**src/rtl/crack_dispatch.sv**
```systemverilog
// rtl/crack_dispatch.sv - dispatches NUM_CORES interleaved crack cores and reports the first winner
// Optional cycle counter: define CRACK_DISPATCH_PERF_EN.
module crack_dispatch #(
    parameter int NUM_CORES  = 2,
    parameter int RST_CYCLES = 2
) (
    input  logic                      clk,
    input  logic                      rst,
    input  logic                      en,
    output logic                      rdy,
    input  logic [23:0]               base_key,
    output logic [23:0]               key,
    output logic                      key_valid,
    output logic [31:0]               cycle_count,
    output logic                      core_rst_n,
    output logic [NUM_CORES-1:0]      core_en,
    output logic [24*NUM_CORES-1:0]   core_key_start,
    input  logic [NUM_CORES-1:0]      core_rdy,
    input  logic [24*NUM_CORES-1:0]   core_key,
    input  logic [NUM_CORES-1:0]      core_key_valid
);

    typedef enum logic [2:0] {IDLE, CORE_RST, LAUNCH, RUN, ABORT, FINISH} state_t;

    state_t                    state_q, state_d;
    logic [31:0]               rst_cnt_q, rst_cnt_d;
    logic                      rdy_q, rdy_d;
    logic [23:0]               key_q, key_d;
    logic                      key_valid_q, key_valid_d;
    logic [24*NUM_CORES-1:0]   key_start_q, key_start_d;
    logic [NUM_CORES-1:0]      run_q, run_d;
    logic [NUM_CORES-1:0]      done_q, done_d;
    logic [23:0]               win_key_q, win_key_d;
    logic                      found_q, found_d;
    logic                      core_rst_n_q, core_rst_n_d;
    logic                      win;
    logic [23:0]               win_key_sel;

    always_comb begin
        state_d     = state_q;
        rst_cnt_d   = rst_cnt_q;
        rdy_d       = rdy_q;
        key_d       = key_q;
        key_valid_d = key_valid_q;
        key_start_d = key_start_q;
        run_d       = run_q;
        done_d      = done_q;
        win_key_d   = win_key_q;
        found_d     = found_q;
        win         = 1'b0;
        win_key_sel = 24'h0;
        case (state_q)
            IDLE: begin
                if (en) begin
                    for (int i = 0; i < NUM_CORES; i++)
                        key_start_d[24*i +: 24] = base_key + 24'(i);
                    key_valid_d = 1'b0;
                    rdy_d       = 1'b0;
                    rst_cnt_d   = 32'd0;
                    state_d     = CORE_RST;
                end
            end
            CORE_RST: begin
                if (rst_cnt_q == 32'(RST_CYCLES - 1)) begin
                    rst_cnt_d = 32'd0;
                    state_d   = LAUNCH;
                end else begin
                    rst_cnt_d = rst_cnt_q + 32'd1;
                end
            end
            LAUNCH: begin
                run_d     = '0;
                done_d    = '0;
                found_d   = 1'b0;
                win_key_d = 24'h0;
                state_d   = RUN;
            end
            RUN: begin
                // Descending scan so the lowest-index simultaneous winner is kept.
                for (int i = NUM_CORES - 1; i >= 0; i--) begin
                    if (!run_q[i] && !core_rdy[i])
                        run_d[i] = 1'b1;
                    if (run_q[i] && core_rdy[i] && !done_q[i]) begin
                        done_d[i] = 1'b1;
                        if (core_key_valid[i]) begin
                            win         = 1'b1;
                            win_key_sel = core_key[24*i +: 24];
                        end
                    end
                end
                if (win) begin
                    win_key_d = win_key_sel;
                    found_d   = 1'b1;
                    rst_cnt_d = 32'd0;
                    state_d   = ABORT;
                end else if (&done_d) begin
                    state_d = FINISH;
                end
            end
            ABORT: begin
                if (rst_cnt_q == 32'(RST_CYCLES - 1)) begin
                    rst_cnt_d = 32'd0;
                    state_d   = FINISH;
                end else begin
                    rst_cnt_d = rst_cnt_q + 32'd1;
                end
            end
            FINISH: begin
                key_d       = found_q ? win_key_q : 24'h0;
                key_valid_d = found_q;
                rdy_d       = 1'b1;
                state_d     = IDLE;
            end
            default: state_d = IDLE;
        endcase
        core_rst_n_d = !(state_d == CORE_RST || state_d == ABORT);
    end

    always_ff @(posedge clk or posedge rst) begin
        if (rst) begin
            state_q      <= IDLE;
            rst_cnt_q    <= 32'd0;
            rdy_q        <= 1'b1;
            key_q        <= 24'h0;
            key_valid_q  <= 1'b0;
            key_start_q  <= '0;
            run_q        <= '0;
            done_q       <= '0;
            win_key_q    <= 24'h0;
            found_q      <= 1'b0;
            core_rst_n_q <= 1'b0;
        end else begin
            state_q      <= state_d;
            rst_cnt_q    <= rst_cnt_d;
            rdy_q        <= rdy_d;
            key_q        <= key_d;
            key_valid_q  <= key_valid_d;
            key_start_q  <= key_start_d;
            run_q        <= run_d;
            done_q       <= done_d;
            win_key_q    <= win_key_d;
            found_q      <= found_d;
            core_rst_n_q <= core_rst_n_d;
        end
    end

`ifdef CRACK_DISPATCH_PERF_EN
    logic [31:0] cycle_count_q, cycle_count_d;

    always_comb begin
        cycle_count_d = cycle_count_q;
        if (state_q == IDLE && en)
            cycle_count_d = 32'd0;
        else if (!rdy_q && cycle_count_q != 32'hFFFF_FFFF)
            cycle_count_d = cycle_count_q + 32'd1;
    end

    always_ff @(posedge clk or posedge rst) begin
        if (rst)
            cycle_count_q <= 32'd0;
        else
            cycle_count_q <= cycle_count_d;
    end

    assign cycle_count = cycle_count_q;
`else
    assign cycle_count = 32'd0;
`endif

    assign rdy            = rdy_q;
    assign key            = key_q;
    assign key_valid      = key_valid_q;
    assign core_rst_n     = core_rst_n_q;
    assign core_key_start = key_start_q;
    assign core_en        = (state_q == LAUNCH) ? {NUM_CORES{1'b1}} : {NUM_CORES{1'b0}};

endmodule

```
**config.mk**
```make
export PLATFORM = sky130hd
export DESIGN_NAME = crack_dispatch
export DESIGN_NICKNAME = d
export VERILOG_FILES = /design/src/rtl/crack_dispatch.sv
export SDC_FILE = /design/constraint.sdc
export NUM_CORES = 1
export LEC_CHECK = 0
export CORE_AREA = 2 2 122 124
export DETAILED_ROUTE_END_ITERATION = 10
export DIE_AREA = 0 0 124 126
export GPL_TIMING_DRIVEN = 0
export HOLD_SLACK_MARGIN = 0.15
export PLACE_DENSITY = 0.8
export SLEW_MARGIN = 20
export SYNTH_ARGS = -nofsm -noshare
export SYNTH_HDL_FRONTEND = slang
export SYNTH_SLANG_ARGS = --single-unit
export TNS_END_PERCENT = 30
```
**constraint.sdc**
```tcl
create_clock -name clk -period 4.9 [get_ports clk]
set_input_delay 0.735 -clock clk [delete_from_list [all_inputs] [get_ports clk]]
set_output_delay 0.735 -clock clk [all_outputs]
set_load 0.1 [all_outputs]
```
==> metrics.md <==
| Metric | Value |
|---|---|
| Post-cts hold buffer count | `0` |
| Total Routed Length | `between 15 and 20 mm` |
| Sum of internal, switching and leakage power | `2.79 mW` |
| Global-route wire length before repair | `between 20 and 30 mm` |
| Clock network fraction of total power | `49.4%` |
| Clock tree skew after final layout | `approximately 0.0063 ns` |
| Unrepaired setup endpoints after global routing | `no` |
| Number of nets at the end of the flow | `1040` |
| Gates resized, CTS repair | `0` |
| Number of distinct library cells after synthesis | `44` |
| Achievable Freq | `roughly 0.27 GHz` |
| Number of antenna-violating nets in the routed design | `0` |
| Count of endpoints failing setup in the final report | `0` |
| Number of endpoints with negative hold slack in the final report | `0` |
| Initial core utilization | `47.7%` |
| Clk buf depth | `2` |
| Max-slew violation total from the final report | `0` |
| Total DRC errors in the routed layout | `0` |
| Vias per inst | `between 5 and 6` |
| Library cell occupying the most area in the post-synthesis netlist | `dfrtp_1` |
| Starting DRT DRC Count | `375` |
| Number of buffers inserted during clock tree synthesis | `17` |
| Port buffer count | `~160` |
| Setup CP Type | `register to output pin` |
| Gate Count Post-Synth | `approximately 750` |
| Top flip-flop cell by instance count after synthesis | `dfrtp_1` |
| Share of layout cells above drive strength 1 | `8.75%` |
| Time the final worst path needs with I/O delays and setup | `around 3.7 ns` |
| Count of flip-flops with a built-in enable after synthesis | `0` |
| Part of the total power dissipated in combinational logic | `a little under a tenth` |
| Highest fanout seen on the critical path | `7` |
| Vias in the first global route | `between 5000 and 6000` |
| Initial antenna violation count | `0` |
| Number of sinks on the clock net | `roughly 140` |
| Power share of the sequential group | `between 40% and 50%` |
| Die Y-Extent | `between 100 and 150 um` |
| Antenna diode count | `0` |
| Internal cell power | `2.10 mW` |
| Synth warn | `0` |
| Share of flip-flops with an asynchronous set or reset | `100%` |
| Transition time of the tightest slew-check pin | `~1.0 ns` |
| Power density cells | `roughly 300 nW/um2` |
| Mean instance size in the synthesized netlist | `about 9 um2` |
| Fraction of power spent switching nets | `approximately a quarter` |
| Flip-flop and latch count after synthesis | `between 100 and 150` |
| Total number of vias | `~6100` |
| Wire per inst | `15.1 um` |
| Post-synth design cell area | `about 6800 um2` |
| GRT Total Usage | `23.4%` |
| Aggregate negative setup slack | `0 ns` |
| CP arrival | `just under 3 ns` |
| Status | `finished clean` |
| Max IR drop VDD | `approximately 0.00023 V` |
| Area added between synthesis and finish | `37.6%` |
| Largest net degree at the start of global routing | `approximately 110` |
| Placement Rows | `44` |
| Cell leakage power | `4.13 nW` |
| Final period utilization | `approximately 76%` |
| Main area contributors after synthesis | `dfrtp_1 (51%), nand2_1 (9.5%), o21ai_0 (6.2%)` |
| Yosys top cell area share | `between 50% and 60%` |
| Core Region | `approximately 14000 um2` |
| CTS Root Buffer Type | `clkbuf_16` |
| Number of iterations in the first detailed-routing pass | `5` |
| Clock tree from TritonCTS | `yes` |
| Data required time of the critical path | `between 4 and 5 ns` |
| Fraction of the yosys area taken by sequential cells | `50.9%` |
| Placer congestion estimate | `approximately 0.84` |
| Clock-pin slew on the worst setup and hold paths | `0.06 ns` |
| Net load switching power | `just under 0.7 mW` |
| Die width | `between 100 and 150 um` |
| H-Tree Level Count | `4` |
| Number of post-CTS setup repair buffers | `0` |
| Overall die area | `15600 um2` |
| Critical Path Sink Type | `output pin` |
| I/O pin total | `around 190` |
| Grt total ovfl | `0` |
| Clock latency of the later-clocked register in the worst-skew pair | `0.42 ns` |
| Relative max-transition margin | `a little under a third` |
| Element type at the critical path start | `register` |
| Sum of net half-perimeters after detailed placement | `around 13 mm` |
| Worst min path class | `register to register` |
| # Max-Cap Violations | `0` |
worst max-delay path, stage by stage (launching register included):
cell and delay [ns]:
dfrtp_1 0.44, nor2b_1 0.35, nand2_1 0.27, inv_1 0.24
buf_4 0.14, clkdlybuf4s50_1 1.11
metal layers:
layer	global-route usage (%)	routed length, um	vias to the layer above
met5	0	0	-
met4	9.05	354	0
met2	38.8	8730	199
li1	-	-	2977
met3	4.48	964	29
met1	30.0	7370	2893
synthesized netlist by cell type (5+ instances only):
| library cell | number |
|---|---|
| nor4_1 | 10 |
| xnor2_1 | 7 |
| o21ai_0 | 84 |
| nand3_1 | 48 |
| a31oi_1 | 5 |
| a21oi_1 | 29 |
| xor2_1 | 19 |
| nor2_1 | 23 |
| or4_1 | 13 |
| o31ai_1 | 13 |
| inv_1 | 12 |
| and3_1 | 9 |
| nand4_1 | 17 |
| or3_1 | 6 |
| nor3_1 | 9 |
| mux2i_1 | 24 |
| dfrtp_1 | 138 |
| buf_2 | 8 |
| nand2_1 | 173 |
| buf_4 | 34 |
| clkbuf_1 | 32 |
final timing paths:
kind	slack, ns	startpoint	end	depth (start not counted)
max in group asynchronous	3.45	rst	win_key_q[2]	3
setup / recovery	1.18	state_q[2]	core_en[1]	5
hold / removal	0.47	rdy	rdy	2
min in group asynchronous	0.67	rst	core_key_start[14]	2
hold reg to reg	0.47	rdy	rdy	2
setup reg to reg	2.46	rst_cnt_q[12]	rst_cnt_q[12]	6
registers in the layout, indices dropped and copies added (netlist names):
signal	flops
core_key_start	48
rst_cnt_q	32
key	24
win_key_q	24
state_q	3
done_q	2
run_q	2
core_rst_n	1
found_q	1
key_valid	1
rdy	1
cell usage in the layout, fill, tap and decap left out, types with 17 or more instances in the layout:
cell	Yosys	layout
a21oi_1	29	29
buf_4	34	34
clkbuf_1	32	32
clkbuf_16	0	17
clkdlybuf4s50_1	0	155
conb_1	1	32
dfrtp_1	138	138
mux2i_1	24	24
nand2_1	173	173
nand3_1	48	48
nand4_1	17	17
nor2_1	23	23
o21ai_0	84	84
xor2_1	19	19
kinds of logic (layout without fill, tap and decap cells):
group	Yosys count	count (layout)	synth area share (%)
xor gates and xnor gates	26	26	3.33
adders and majority gates	3	3	0.549
AOI/OAI and AO/OA	143	143	11.8
other	1	32	0.0549
and+or+nand+nor	329	329	23.0
muxes	24	24	3.52
buffers and inverters	87	275	6.90
DFF	139	139	50.9
power groups by stage:
| stage | logic (mW) | registers [mW] | clock network (mW) |
|---|---|---|---|
| global placement | 0.256 | 1.17 | 0 |
| global route | 0.276 | 1.15 | 1.45 |
| CTS | 0.261 | 1.15 | 1.40 |
| floorplan | 0.170 | 1.17 | 0 |
| detailed placement | 0.261 | 1.17 | 0 |
| finish | 0.260 | 1.15 | 1.38 |
area by class of cell:
class / instances / area, um2
buffer: 75 / 427
clock buffer: 17 / 425
tap: 184 / 230
fill: 1154 / 4910
timing repair buffer: 156 / 1580
inverter: 12 / 52.6
clock inverter: 15 / 214
sequential: 139 / 3480
multi-input combinational: 557 / 3000
stage by stage:
stage                     worst slack, ns  util [%]  area, um2  hold WS (ns)  instances
after floorplan                     0.442         -       6950         0.469        783
after global placement              -1.46      61.0       8730         0.449       1122
after detailed placement             1.62      61.3       8770         0.461       1123
after CTS                            1.16      65.7       9410         0.469       1155
after global routing                0.959      65.7       9410         0.473       1155
final                                1.18      65.7       9410         0.468       1155
No activity file was read; power rests on OpenSTA's default activity.
==> RTL edit 1 (same flow settings) <==
Encoding of `state_t`: now one-hot (6 bits for 6 states).
--- a/src/rtl/crack_dispatch.sv
+++ b/src/rtl/crack_dispatch.sv
@@ -22,3 +22,3 @@
 
-    typedef enum logic [2:0] {IDLE, CORE_RST, LAUNCH, RUN, ABORT, FINISH} state_t;
+    typedef enum logic [5:0] {IDLE = 6'b000001, CORE_RST = 6'b000010, LAUNCH = 6'b000100, RUN = 6'b001000, ABORT = 6'b010000, FINISH = 6'b100000} state_t;
 
Function: no difference found for any inputs over 10 cycles, from zero or initial values and one cycle with rst high; not proved beyond that.
==> RTL edit 1 against the original RTL <==
Sequential share of layout area is 0.69 points higher; wire length increased by 3.6%; non-clock buffer count stayed put; highest routed layer unchanged; final area rose by 0.33%; area after synthesis up 1.6%; global-route usage increased by 0.65 points; worst setup slack gained 0.088 ns; die area unchanged; sequential cell count grew 3; largest cell class unchanged; register-to-register slack worse by 0.19 ns; clock skew shrank 0.0019 ns.
Power is not compared: it rests on default switching activity, and its combinational part moved more than twofold at a synthesized area within 25%.
==> RTL edit 1: results (changes against the original RTL) <==
| Metric | Value |
|---|---|
| Run status | `completed` |
| Inverters excl. clock | `15 (+3)` |
| Worst-case reg-to-reg path depth | `7 (+1)` |
| Nets@finish | `1048 (+0.77%)` |
| Cell types with the highest counts after synthesis | `170 x sky130_fd_sc_hd__nand2_1, 140 x sky130_fd_sc_hd__dfrtp_1, 87 x sky130_fd_sc_hd__o21ai_0` |
| Seq/Total Area, Yosys | `51.22% (+0.30 points)` |
| Final setup skew | `0.004478 ns (-0.001858 ns)` |
| Wire length of the first global-routing pass | `29.39 mm (+2.3%)` |
| Fraction of final layout cells with drive strength greater than 1 | `7.881% (-0.87 points)` |
| Drt wl/cell | `15.54 microns (+3.1%)` |
| Detailed router's first-iteration violation count | `547 (+46%)` |
| Fraction of met2 tracks used by global routing | `38.04% (-0.81 points)` |
| Proportion of synthesized area in mux cells | `4.199% (+0.68 points)` |
| Endpoint of the most critical register-to-register path | `rst_cnt_q[13]$_DFFE_PP0P_` |
| Share of synthesized cell area in full adder, half adder and majority cells | `0.5406% (-0.0086 points)` |
| Non-Clock Buffer Area Fraction | `21.08% (-0.24 points)` |
| Worst-case setup slack after placement | `1.568 ns (-0.04878 ns)` |
| Fraction of area in multi-input gates | `32.18% (+0.29 points)` |
| Met1 Wirelength | `7.747 mm (+5.2%)` |
| Final Wtd Congestion | `0.8382 (-0.52%)` |
| Worst slew margin relative to its limit | `30.82% (-0.28 points)` |
| Post-Synth XOR/XNOR Area | `3.154% (-0.18 points)` |
| Reg2reg start | `state_q[1]$_DFF_PP0_` |
| Peak fanout along the critical path | `8 (+1)` |
| Critical hold path startpoint | `core_key_start[19]$_DFFE_PP0P_` |
| Detailed-routed wire length on met2 | `8.738 mm (about the same)` |
| Critical Path AT | `2.89 ns (-0.09 ns)` |
| Num sequential | `142 (+2.2%)` |
| Met1 Track Usage GR | `32.24% (+2.2 points)` |
| Capture endpoint of the worst hold path | `core_key_start[19]$_DFFE_PP0P_` |
| Post-synthesis compound-gate area fraction | `11.88% (+0.12 points)` |
| Post-synth cell types | `51 (+16%)` |
| Reg2reg setup slack | `2.27 ns (-0.19 ns)` |
| GRT Total Usage | `24.00% (+0.65 points)` |
[RTL edit 1: changes by cell type after synthesis, sizes merged, moves of 5 or more]
cell / unedited run / this run
and3: 9 / 4
a31oi: 5 / 10
nor3: 9 / 14
nand4: 18 / 13
xor2: 19 / 9
nand3: 50 / 45
xnor2: 7 / 16
a21oi: 29 / 23
[RTL edit 1: per-stage QoR]
step	power, mW	instance area [sq um]	util, %	cells
2_1_floorplan	3.601	7059	-	791
3_5_place_dp	4.289	8876	62.01	1131
3_3_place_gp	4.252	8841	61.77	1130
5_1_grt	5.761	9438	65.94	1161
6_report	5.520	9438	65.94	1161
4_1_cts	5.535	9438	65.94	1161
[RTL edit 1: kinds of logic after synthesis]
group / Yosys count
simple gates: 323
compound gates: 147
flops: 142
buf+inv: 90
mux: 29
xor+xnor: 25
fa+ha+maj: 3
other cells: 1
==> RTL edit 2 (config.mk and constraints unchanged) <==
Without the edit above. The parameter `NUM_CORES` goes from 2 to 1.
--- a/src/rtl/crack_dispatch.sv
+++ b/src/rtl/crack_dispatch.sv
@@ -3,3 +3,3 @@
 module crack_dispatch #(
-    parameter int NUM_CORES  = 2,
+    parameter int NUM_CORES  = 1,
     parameter int RST_CYCLES = 2
Ports: changed (5 resized); port bits go from 188 to 137. No check against the original RTL was run, so the function may have changed too.
==> RTL edit 2 against the original RTL <==
Via count is 28% lower; sequential cell count is 26 lower; worst setup slack worse by 0.34 ns; area after synthesis is 23% lower; final area is 22% lower; wire length is 28% lower; first-iteration DRC count is 33% lower; count of clock-buffer cells in the layout is 5 higher; utilization is 15 points lower; largest cell class unchanged.
Power is not compared: it rests on default switching activity, and its combinational part moved more than twofold at a synthesized area within 25%.
==> RTL edit 2: results (changes against the original RTL) <==
| Metric | Value |
|---|---|
| Run status | `completed` |
| Worst slew margin relative to its limit | `32.04% (+0.94 points)` |
| Post-layout min period | `4.054 ns (+0.3379 ns)` |
| Peak fanout along the critical path | `10 (+3)` |
| Met1 Wirelength | `5.314 mm (-28%)` |
| Fraction of met2 tracks used by global routing | `25.92% (-13 points)` |
| Clock net sink count | `113 (-19%)` |
| Cell types with the highest counts after synthesis | `115 x sky130_fd_sc_hd__nand2_1, 112 x sky130_fd_sc_hd__dfrtp_1, 68 x sky130_fd_sc_hd__o21ai_0` |
| Hold slack | `0.4759 ns (+0.007766 ns)` |
| Clock network share of area | `8.640% (+1.8 points)` |
| Area of placed instances | `6673 sq um (-24%)` |
| Clock Buffer Count | `22 (+5)` |
| Number of global-route vias before repair | `4059 (-32%)` |
| Multi-input gates | `383 (-31%)` |
| Drt wl/cell | `14.07 microns (-6.7%)` |
| Leading post-synthesis cells by cell area | `sky130_fd_sc_hd__dfrtp_1 53%, sky130_fd_sc_hd__nand2_1 8.2%, sky130_fd_sc_hd__o21ai_0 6.5%` |
| Met1 Track Usage GR | `20.74% (-9.3 points)` |
| Post-synth cell types | `51 (+16%)` |
| Number of flip-flops under the largest register name | `32 (-33%)` |
| Final Wtd Congestion | `0.8274 (-1.8%)` |
| Crit-path max cell delay | `1.00 ns (-0.11 ns)` |
| Layout fillers | `1300 (+13%)` |
| Detailed router's first-iteration violation count | `250 (-33%)` |
| Maximum number of pins on one net before global-route repair | `81 (-25%)` |
| Endpoint of the most critical register-to-register path | `rst_cnt_q[5]$_DFFE_PP0P_` |
| Fraction of final layout cells with drive strength greater than 1 | `15.01% (+6.3 points)` |
| Wire length of the first global-routing pass | `19.89 mm (-31%)` |
| GRT Total Usage | `16.33% (-7.0 points)` |
| Worst-case setup slack after placement | `1.300 ns (-0.3170 ns)` |
| Number of I/O port buffers | `104 (-33%)` |
| Reg2reg setup slack | `2.40 ns (-0.06 ns)` |
| Worst-case reg-to-reg path depth | `8 (+2)` |
| Post-detail-place hpwl | `8.618 mm (-32%)` |
| Critical Path AT | `3.32 ns (+0.34 ns)` |
| Non-Clock Buffer Area Fraction | `19.86% (-1.5 points)` |
| Area growth syn-to-layout | `39.23%` |
| Met3 GRT Util | `4.891% (+0.41 points)` |
-- RTL edit 2: changes by cell type after synthesis, moves of 7 or more --
cell,unedited run,this run
sky130_fd_sc_hd__nand3_1,48,9
sky130_fd_sc_hd__nor2_1,23,16
sky130_fd_sc_hd__mux2_2,0,19
sky130_fd_sc_hd__or3_1,6,15
sky130_fd_sc_hd__clkbuf_1,32,19
sky130_fd_sc_hd__o21ai_0,84,68
sky130_fd_sc_hd__dfrtp_1,138,112
sky130_fd_sc_hd__xor2_1,19,6
sky130_fd_sc_hd__mux2i_1,24,0
sky130_fd_sc_hd__nand2_1,173,115
-- RTL edit 2: cell families after synthesis --
kind of cell / Yosys count / share of synthesized area (%)
simple gates: 207 / 19.56
flops: 113 / 53.86
compound gates: 111 / 11.55
buf+inv: 73 / 8.170
mux: 24 / 5.145
xor+xnor: 7 / 1.167
fa+ha+maj: 2 / 0.4763
other cells: 1 / 0.07139
